$ cat config.mk
export PLATFORM = sky130hd
export DESIGN_NAME = arb2x1_flat
export DESIGN_NICKNAME = d
export VERILOG_FILES = /design/src/rtl/arb2x1_if.sv /design/src/rtl/arb2x1.sv /design/src/flat_wrapper.sv
export SDC_FILE = /design/constraint.sdc
export NUM_CORES = 1
export LEC_CHECK = 0
export CORE_UTILIZATION = 29
export DETAILED_ROUTE_END_ITERATION = 12
export MAX_ROUTING_LAYER = met4
export PLACE_DENSITY = 0.77
export SYNTH_ARGS = -nofsm -noshare
export SYNTH_HDL_FRONTEND = slang
export SYNTH_SLANG_ARGS = --single-unit
$ cat constraint.sdc
create_clock -name clk -period 0.96 [get_ports clk]
set_input_delay 0.144 -clock clk [delete_from_list [all_inputs] [get_ports clk]]
set_output_delay 0.144 -clock clk [all_outputs]
set_load 0.01 [all_outputs]
$ cat src/rtl/arb2x1_if.sv
// arb2x1_if: valid/ready bundle for the 2:1 arbiter (two input channels, one output channel)
interface arb2x1_if #(parameter int WIDTH = 8);
    logic [WIDTH-1:0] A, B, Y;
    logic A_valid, A_ready, B_valid, B_ready, Es, Y_valid, Y_ready;
    modport master (output A, A_valid, B, B_valid, Y_ready, input A_ready, B_ready, Y, Es, Y_valid);
    modport slave (input A, A_valid, B, B_valid, Y_ready, output A_ready, B_ready, Y, Es, Y_valid);
endinterface

$ cat src/rtl/arb2x1.sv
// arb2x1: 2:1 valid/ready arbiter into a one-entry output register; ARB2X1_ROUND_ROBIN_EN selects round-robin, else A has fixed priority
module arb2x1 #(parameter int WIDTH = 8) (
    input logic clk,
    input logic rst_n,
    arb2x1_if.slave bus
);
    typedef enum logic {EMPTY, FULL} state_t;
    state_t state, state_nx;
    logic [WIDTH-1:0] y_q;
    logic es_q, can_load, pick_b, accept, contend_b;
`ifdef ARB2X1_ROUND_ROBIN_EN
    logic last_b;
    // last-grant pointer; starts at B so A wins the first contention
    always_ff @(posedge clk)
        if (!rst_n) last_b <= 1'b1;
        else if (accept) last_b <= bus.B_ready;
    assign contend_b = !last_b;
`else
    assign contend_b = 1'b0;
`endif
    // grant, handshakes and next state; ready is forced low while in reset
    always_comb begin
        can_load = rst_n && (state == EMPTY || bus.Y_ready);
        pick_b = bus.B_valid && (!bus.A_valid || contend_b);
        bus.A_ready = can_load && bus.A_valid && !pick_b;
        bus.B_ready = can_load && pick_b;
        accept = bus.A_ready || bus.B_ready;
        state_nx = accept ? FULL : bus.Y_ready ? EMPTY : state;
    end
    // state register
    always_ff @(posedge clk)
        if (!rst_n) state <= EMPTY;
        else state <= state_nx;
    // output word and source; held when nothing is accepted
    always_ff @(posedge clk)
        if (!rst_n) begin
            y_q <= '0;
            es_q <= 1'b0;
        end else if (accept) begin
            y_q <= bus.B_ready ? bus.B : bus.A;
            es_q <= bus.B_ready;
        end
    assign bus.Y = y_q;
    assign bus.Es = es_q;
    assign bus.Y_valid = (state == FULL);
endmodule

$ cat src/flat_wrapper.sv
// flat-port wrapper written by rule: the top's interface ports become plain ports
module arb2x1_flat 
#(parameter int WIDTH = 8)
  (clk, rst_n, bus_A, bus_A_valid, bus_B, bus_B_valid, bus_Y_ready, bus_A_ready, bus_B_ready, bus_Y, bus_Es, bus_Y_valid);
  arb2x1_if #(.WIDTH(WIDTH)) bus_i ();
  input logic clk;
  input logic rst_n;
  input wire logic [$bits(bus_i.A)-1:0] bus_A;
  input wire logic [$bits(bus_i.A_valid)-1:0] bus_A_valid;
  input wire logic [$bits(bus_i.B)-1:0] bus_B;
  input wire logic [$bits(bus_i.B_valid)-1:0] bus_B_valid;
  input wire logic [$bits(bus_i.Y_ready)-1:0] bus_Y_ready;
  output wire logic [$bits(bus_i.A_ready)-1:0] bus_A_ready;
  output wire logic [$bits(bus_i.B_ready)-1:0] bus_B_ready;
  output wire logic [$bits(bus_i.Y)-1:0] bus_Y;
  output wire logic [$bits(bus_i.Es)-1:0] bus_Es;
  output wire logic [$bits(bus_i.Y_valid)-1:0] bus_Y_valid;
  assign bus_i.A = bus_A;
  assign bus_i.A_valid = bus_A_valid;
  assign bus_i.B = bus_B;
  assign bus_i.B_valid = bus_B_valid;
  assign bus_i.Y_ready = bus_Y_ready;
  assign bus_A_ready = bus_i.A_ready;
  assign bus_B_ready = bus_i.B_ready;
  assign bus_Y = bus_i.Y;
  assign bus_Es = bus_i.Es;
  assign bus_Y_valid = bus_i.Y_valid;
  arb2x1 #(.WIDTH(WIDTH)) u_core (.clk(clk), .rst_n(rst_n), .bus(bus_i));
endmodule
==> impl_metrics.py, run 1 <==
metrics = {
    "clock_tree": {
        "tritoncts": "yes",
        "cts_buffer_depth": 2,
        "htreeDepth": 1,
        "hold_buffers": 0,
        "root_buffer": "clkbuf_4",
        "cts.clk_slew.worst_paths_ns": 0.06,
        "clock_latency_ns": 0.26,
        "cts_sinks": 10,
        "cts_buffers": 3,
        "cts_setup_buffers": 0,
    },
    "sta": {
        "finClkSkew_ns": 0.00525,
        "worst_pin_slew_ns": 0.207,
        "tns_ns": -1.25,
        "layout_min_cycle_time_ns": 1.12,
        "finalCritPeriodShare_pct": 116,
        "rsz0062_at_grt": "yes",
        "setup_ws_ns": -0.156,
        "finalSetupViolCount": 11,
        "slew_violations": 0,
        "maxSlewHeadroom_pct": 86.2,
        "max_freq_mhz": 896,
        "hold_viol": 0,
    },
    "routing": {
        "dr.pass1.iters": 7,
        "drt_iter0_drc": 4,
        "drc": 1,
        "antenna_left": 0,
        "avgRoutedWirePerCell_um": 13.2,
        "viasPerCell": 5.08,
        "finalWirelength_mm": 1.39,
        "vias": 533,
    },
    "die": {
        "dieArea_mm2": 0.00178,
        "fp.coreArea_mm2": 0.00151,
        "die_w_um": 42.2,
        "die-height_um": 42.2,
        "ios": 33,
        "rows": 14,
        "start_util_pct": 31.1,
    },
    "setup_path": {
        "critPathMaxFanout": 3,
        "path_buf_inv": 1,
        "cpPeakStageDelay_ns": 0.33,
        "crit_cells": 4,
        "start_kind": "flip-flop",
        "crit_type": "flip-flop to primary output",
        "crit_arrival_ns": 0.97,
        "ff2ff_path_depth": 4,
        "endpoint_kind": "primary output",
        "cpMaxStageDelayCell": "dfxtp_2",
        "crit_required_ns": 0.82,
        "cp_top_family": "flip-flops",
        "path_cells": "nand2b_4, nand3_2, nor2_1, buf_2",
    },
    "synthesis": {
        "ys_async_sr_fraction_pct": 0,
        "ys_top_cells_by_area": "dfxtp_1 43%, o221a_2 17%, a2bb2oi_1 15%, inv_1 6.4%, nand2b_1 2.7%",
        "synth_area_per_cell_um2": 9.78,
        "synth_cell_types": 16,
        "synth_flop_cell": "dfxtp_1",
        "synth_top_area_share_pct": 42.7,
        "synth_largest_area_cell": "dfxtp_1",
        "synth_nets": 69,
        "synth-warning-count": 0,
        "synth_area_um2": 469,
        "synthTopCellsByCount": "10 x dfxtp_1, 8 x a2bb2oi_1, 8 x inv_1, 7 x o221a_2",
        "synth_seq_cells": 10,
        "synthCells": 48,
        "yosysSeqAreaShare_pct": 42.7,
        "synth_edf_count": 0,
        "synth_most_common_cell": "dfxtp_1",
    },
    "cells_and_area": {
        "n_antenna_cell": 0,
        "drive_gt1_share_pct": 42.7,
        "final_core_util_pct": 57.8,
        "final_cell_area_um2": 871,
        "syn_to_final_growth_pct": 85.6,
        "multi_input_area_um2": 259,
        "seqCellArea_um2": 203,
        "fillCellCount": 138,
        "finalNetCount": 112,
    },
    "run_status": {
        "violations": "design-rule violations, negative setup slack",
        "status": "finished with violations",
    },
    "grt": {
        "grt_usage_pct": 18.0,
        "grt_max_degree": 11,
        "grt_pass1_wl_mm": 2.30,
        "grt_pass1_vias": 545,
        "grt_overflow_total": 0,
        "antenna_found_initial": 0,
    },
    "place": {
        "place_area_um2": 867,
        "hpwl_mm": 1.03,
        "finalWeightedCongestion": 0.805,
        "portBuffers": 32,
        "dp_slack_ns": -0.635,
    },
    "worst_hold_path": {
        "min-delay-path-class": "primary input to flip-flop",
        "holdPathStages": 2,
    },
    "job": {
        "max-cap-violations": 0,
    },
    "power": {
        "finalPower_mw": 1.07,
        "vdd_drop_max_mv": 0.573,
        "power.density_mw_per_mm2": 1230,
        "power.leakage_nw": 0.425,
    },
}
-- metrics by stage --
stage | std cells | hold slack (ns)
after global placement | 102 | 0.453
after floorplan | 48 | 0.315
after global routing | 105 | 0.375
final | 105 | 0.359
after CTS | 105 | 0.349
after detailed placement | 102 | 0.465
-- layer usage --
| metal | track usage (%) | vias up | wire, um |
|---|---|---|---|
| met5 | - | - | 0 |
| met4 | 13.1 | 0 | 55 |
| met3 | 4.31 | 6 | 134 |
| met2 | 30.5 | 25 | 674 |
| met1 | 17.8 | 242 | 526 |
| li1 | - | 260 | - |
-- layout by cell type, fill, tap and decap left out --
| cell | instances |
|---|---|
| a2bb2oi_1 | 8 |
| nand2_1 | 1 |
| a21boi_0 | 1 |
| and3_4 | 1 |
| buf_6 | 2 |
| o221a_2 | 7 |
| clkbuf_4 | 3 |
| nor2_1 | 2 |
| nand2_4 | 1 |
| inv_1 | 8 |
| nand3_2 | 1 |
| o221a_1 | 1 |
| buf_2 | 10 |
| dfxtp_1 | 8 |
| a21oi_1 | 1 |
| nand2b_4 | 2 |
| dlygate4sd2_1 | 5 |
| o21a_4 | 1 |
| buf_4 | 8 |
| dfxtp_2 | 2 |
| clkdlybuf4s50_1 | 16 |
-- worst register-to-register path: cells and delay by family (launching register included) --
kind | cells | cell delay (ns)
compound gates | 2 | 0.41
flops | 1 | 0.35
buf+inv | 1 | 0.15
simple gates | 1 | 0.06
-- kinds of logic (layout without fill, tap and decap cells) --
kind of cell	after synthesis	after routing	share of synthesized area [%]
AOI/OAI and AO/OA	19	19	38.4
and+or+nand+nor	8	8	8.27
buffers and inverters	11	52	10.7
DFF	10	10	42.7
-- cell type report --
| cell class | instances | area share, % |
|---|---|---|
| clock buffer | 3 | 2.59 |
| inverter | 8 | 3.45 |
| multi-input combinational | 27 | 29.7 |
| sequential | 10 | 23.3 |
| tap | 16 | 2.30 |
| timing repair buffer | 41 | 38.6 |
-- what timing repair did --
item | in CTS | in global routing
gates resized for setup | 55 | 4
pin swaps | 2 | 1
setup endpoints to repair | 20 | 15
-- flip-flops by register name (all words and copies together), names as in the netlist --
register	flops
u_core.bus.Y_valid	1
u_core.bus.Y	8
u_core.bus.Es	1
-- final timing paths --
check	startpoint	to	slack [ns]
hold reg to reg	u_core.bus.Es$_SDFFE_PN0P_	u_core.bus.Es$_SDFFE_PN0P_	0.47
setup reg to reg	u_core.bus.Y_valid$_SDFFE_PN0P_	u_core.bus.Y[6]$_SDFFE_PN0P_	-0.12
setup / recovery	u_core.bus.Y_valid$_SDFFE_PN0P_	bus_B_ready	-0.16
hold / removal	rst_n	u_core.bus.Y_valid$_SDFFE_PN0P_	0.36
-- report_power, final --
| group | internal, mW | switching (mW) |
|---|---|---|
| Sequential | 0.456 | 0.0192 |
| Combinational | 0.201 | 0.124 |
| Clock | 0.144 | 0.130 |
| Total | 0.801 | 0.274 |
Power figures use the tool's default switching activity.
==> run 2: changes to the inputs <==
--- a/config.mk
+++ b/config.mk
@@ -5,10 +5,12 @@
 export SDC_FILE = /design/constraint.sdc
 export NUM_CORES = 1
 export LEC_CHECK = 0
-export CORE_UTILIZATION = 29
+export CORE_AREA = 2 2 39 41
 export DETAILED_ROUTE_END_ITERATION = 12
+export DIE_AREA = 0 0 41 43
+export DONT_BUFFER_PORTS = 1
 export MAX_ROUTING_LAYER = met4
-export PLACE_DENSITY = 0.77
+export PLACE_DENSITY = 0.57
 export SYNTH_ARGS = -nofsm -noshare
 export SYNTH_HDL_FRONTEND = slang
 export SYNTH_SLANG_ARGS = --single-unit
==> run 2 against run 1 <==
Effect of this change:
- the flow finishes with violations (negative setup slack)
- sequential share of layout area grew 13 points
- worst hold slack lost 0.34 ns
- sequential power grew 4.8%
- clock power grew 4%
- combinational power shrank 58%
- sequential cell count is the same
- largest power group unchanged
==> impl_metrics.py, run 2 (synthesized netlist as in run 1, its figures left out) <==
metrics = {
    "clock_tree": {
        "cts_sinks": 10,
        "cts_buffers": 3,
        "tritoncts": "yes",
        "hold_buffers": 0,
        "htreeDepth": 1,
        "cts.clk_slew.worst_paths_ns": 0.07,
        "root_buffer": "clkbuf_4",
        "clock_latency_ns": 0.26,
        "cts_buffer_depth": 2,
    },
    "power": {
        "power.density_mw_per_mm2": 1670,
        "vdd_drop_max_mv": 0.744,
        "finalPower_mw": 0.921,
        "power.leakage_nw": 0.244,
    },
    "grt": {
        "grt_pass1_vias": 357,
        "grt_pass1_wl_mm": 1.55,
        "grt_usage_pct": 14.0,
        "grt_max_degree": 14,
        "antenna_found_initial": 0,
        "grt_overflow_total": 0,
    },
    "die": {
        "ios": 33,
        "dieArea_mm2": 0.00176,
        "die-height_um": 43,
        "die_w_um": 41,
        "fp.coreArea_mm2": 0.00138,
        "rows": 14,
        "start_util_pct": 33.9,
    },
    "sta": {
        "finalCritPeriodShare_pct": 115,
        "maxSlewHeadroom_pct": 78.2,
        "setup_ws_ns": -0.143,
        "layout_min_cycle_time_ns": 1.10,
        "slew_violations": 0,
        "finalSetupViolCount": 3,
        "rsz0062_at_grt": "yes",
        "hold_viol": 0,
        "worst_pin_slew_ns": 0.327,
        "max_freq_mhz": 906,
        "finClkSkew_ns": 0.00261,
    },
    "routing": {
        "drc": 0,
        "viasPerCell": 5.55,
        "avgRoutedWirePerCell_um": 16.3,
        "finalWirelength_mm": 1.09,
        "dr.pass1.iters": 2,
        "drt_iter0_drc": 4,
        "antenna_left": 0,
        "vias": 372,
    },
    "setup_path": {
        "crit_type": "flip-flop to primary output",
        "crit_path_start": "u_core.bus.Y_valid$_SDFFE_PN0P_",
        "worstReg2RegStart": "u_core.bus.Y_valid$_SDFFE_PN0P_",
        "rrSetupSlack_ns": -0.03,
        "r2r-end": "u_core.bus.Y[7]$_SDFFE_PN0P_",
        "crit_arrival_ns": 0.96,
        "critPathMaxFanout": 3,
        "endpoint_kind": "primary output",
        "start_kind": "flip-flop",
        "ff2ff_path_depth": 3,
        "crit_required_ns": 0.82,
    },
    "cells_and_area": {
        "n_antenna_cell": 0,
        "fillCellCount": 139,
        "finalNetCount": 74,
        "multi_input_area_um2": 253,
        "final_core_util_pct": 40.0,
        "seqCellArea_um2": 201,
        "largest_reg_flops": 8,
        "layout_common_cells": "9 x dfxtp_1, 8 x inv_1, 8 x a2bb2oi_1",
        "syn_to_final_growth_pct": 17.9,
        "drive_gt1_share_pct": 37.3,
        "final_common_cell": "dfxtp_1",
    },
    "place": {
        "finalWeightedCongestion": 0.597,
        "hpwl_um": 800,
        "portBuffers": 0,
    },
    "worst_hold_path": {
        "hold_end": "u_core.bus.Y[4]$_SDFFE_PN0P_",
        "min-delay-path-class": "primary input to flip-flop",
        "holdPathStages": 1,
        "hp-start": "rst_n",
    },
    "job": {
        "max-cap-violations": 0,
    },
    "run_status": {
        "violations": "negative setup slack",
        "status": "finished with violations",
    },
}
run 2: worst max path at each step:
| stage | slack [ns] | to | depth (start not counted) |
|---|---|---|---|
| after floorplan | 0.01 | u_core.bus.Y[0]$_SDFFE_PN0P_ | 3 |
| after global placement | -0.04 | u_core.bus.Y[7]$_SDFFE_PN0P_ | 3 |
| after detailed placement | -0.03 | u_core.bus.Y[7]$_SDFFE_PN0P_ | 3 |
| after CTS | -0.17 | bus_B_ready | 4 |
| after global routing | -0.18 | bus_A_ready | 3 |
| final | -0.14 | bus_A_ready | 3 |
run 2: per-stage QoR:
stage / instance area, um2 / setup TNS (ns) / hold slack, ns / setup WS [ns] / cells
floorplan: 479 / 0 / 0.315 / 0.0145 / 48
global placement: 494 / -0.0427 / 0.293 / -0.0408 / 63
detailed placement: 494 / -0.0395 / 0.293 / -0.0318 / 63
CTS: 553 / -0.463 / 0.0100 / -0.165 / 67
global route: 553 / -0.846 / 0.00319 / -0.183 / 67
finish: 553 / -0.313 / 0.0200 / -0.143 / 67
run 2: routing by layer:
layer	track usage, %	share of wire (%)
met1	13.9	40
met3	8.90	9.3
met4	10.0	0.91
met5	-	0
met2	19.1	49
run 2: cell type report:
cell class / count / area share (%)
Multi-Input combinational cell: 27 / 45.7
Sequential cell: 10 / 36.4
Inverter: 8 / 5.43
Tap cell: 16 / 3.62
Timing Repair Buffer: 3 / 4.75
Clock buffer: 3 / 4.07
run 2: power breakdown:
part | switching, mW | internal (mW)
registers | 0.0427 | 0.455
logic | 0.0536 | 0.0838
clock network | 0.141 | 0.145
run 2: worst max-delay path, stage by stage (launching register included):
cell      delay [ns]
dfxtp_2         0.33
nand2b_4        0.07
buf_6           0.10
and3_4          0.19
run 2: repair_timing:
item	CTS	global route
gates resized for setup	6	0
setup endpoints to repair	10	10
setup buffers	1	0
pin swaps	3	1
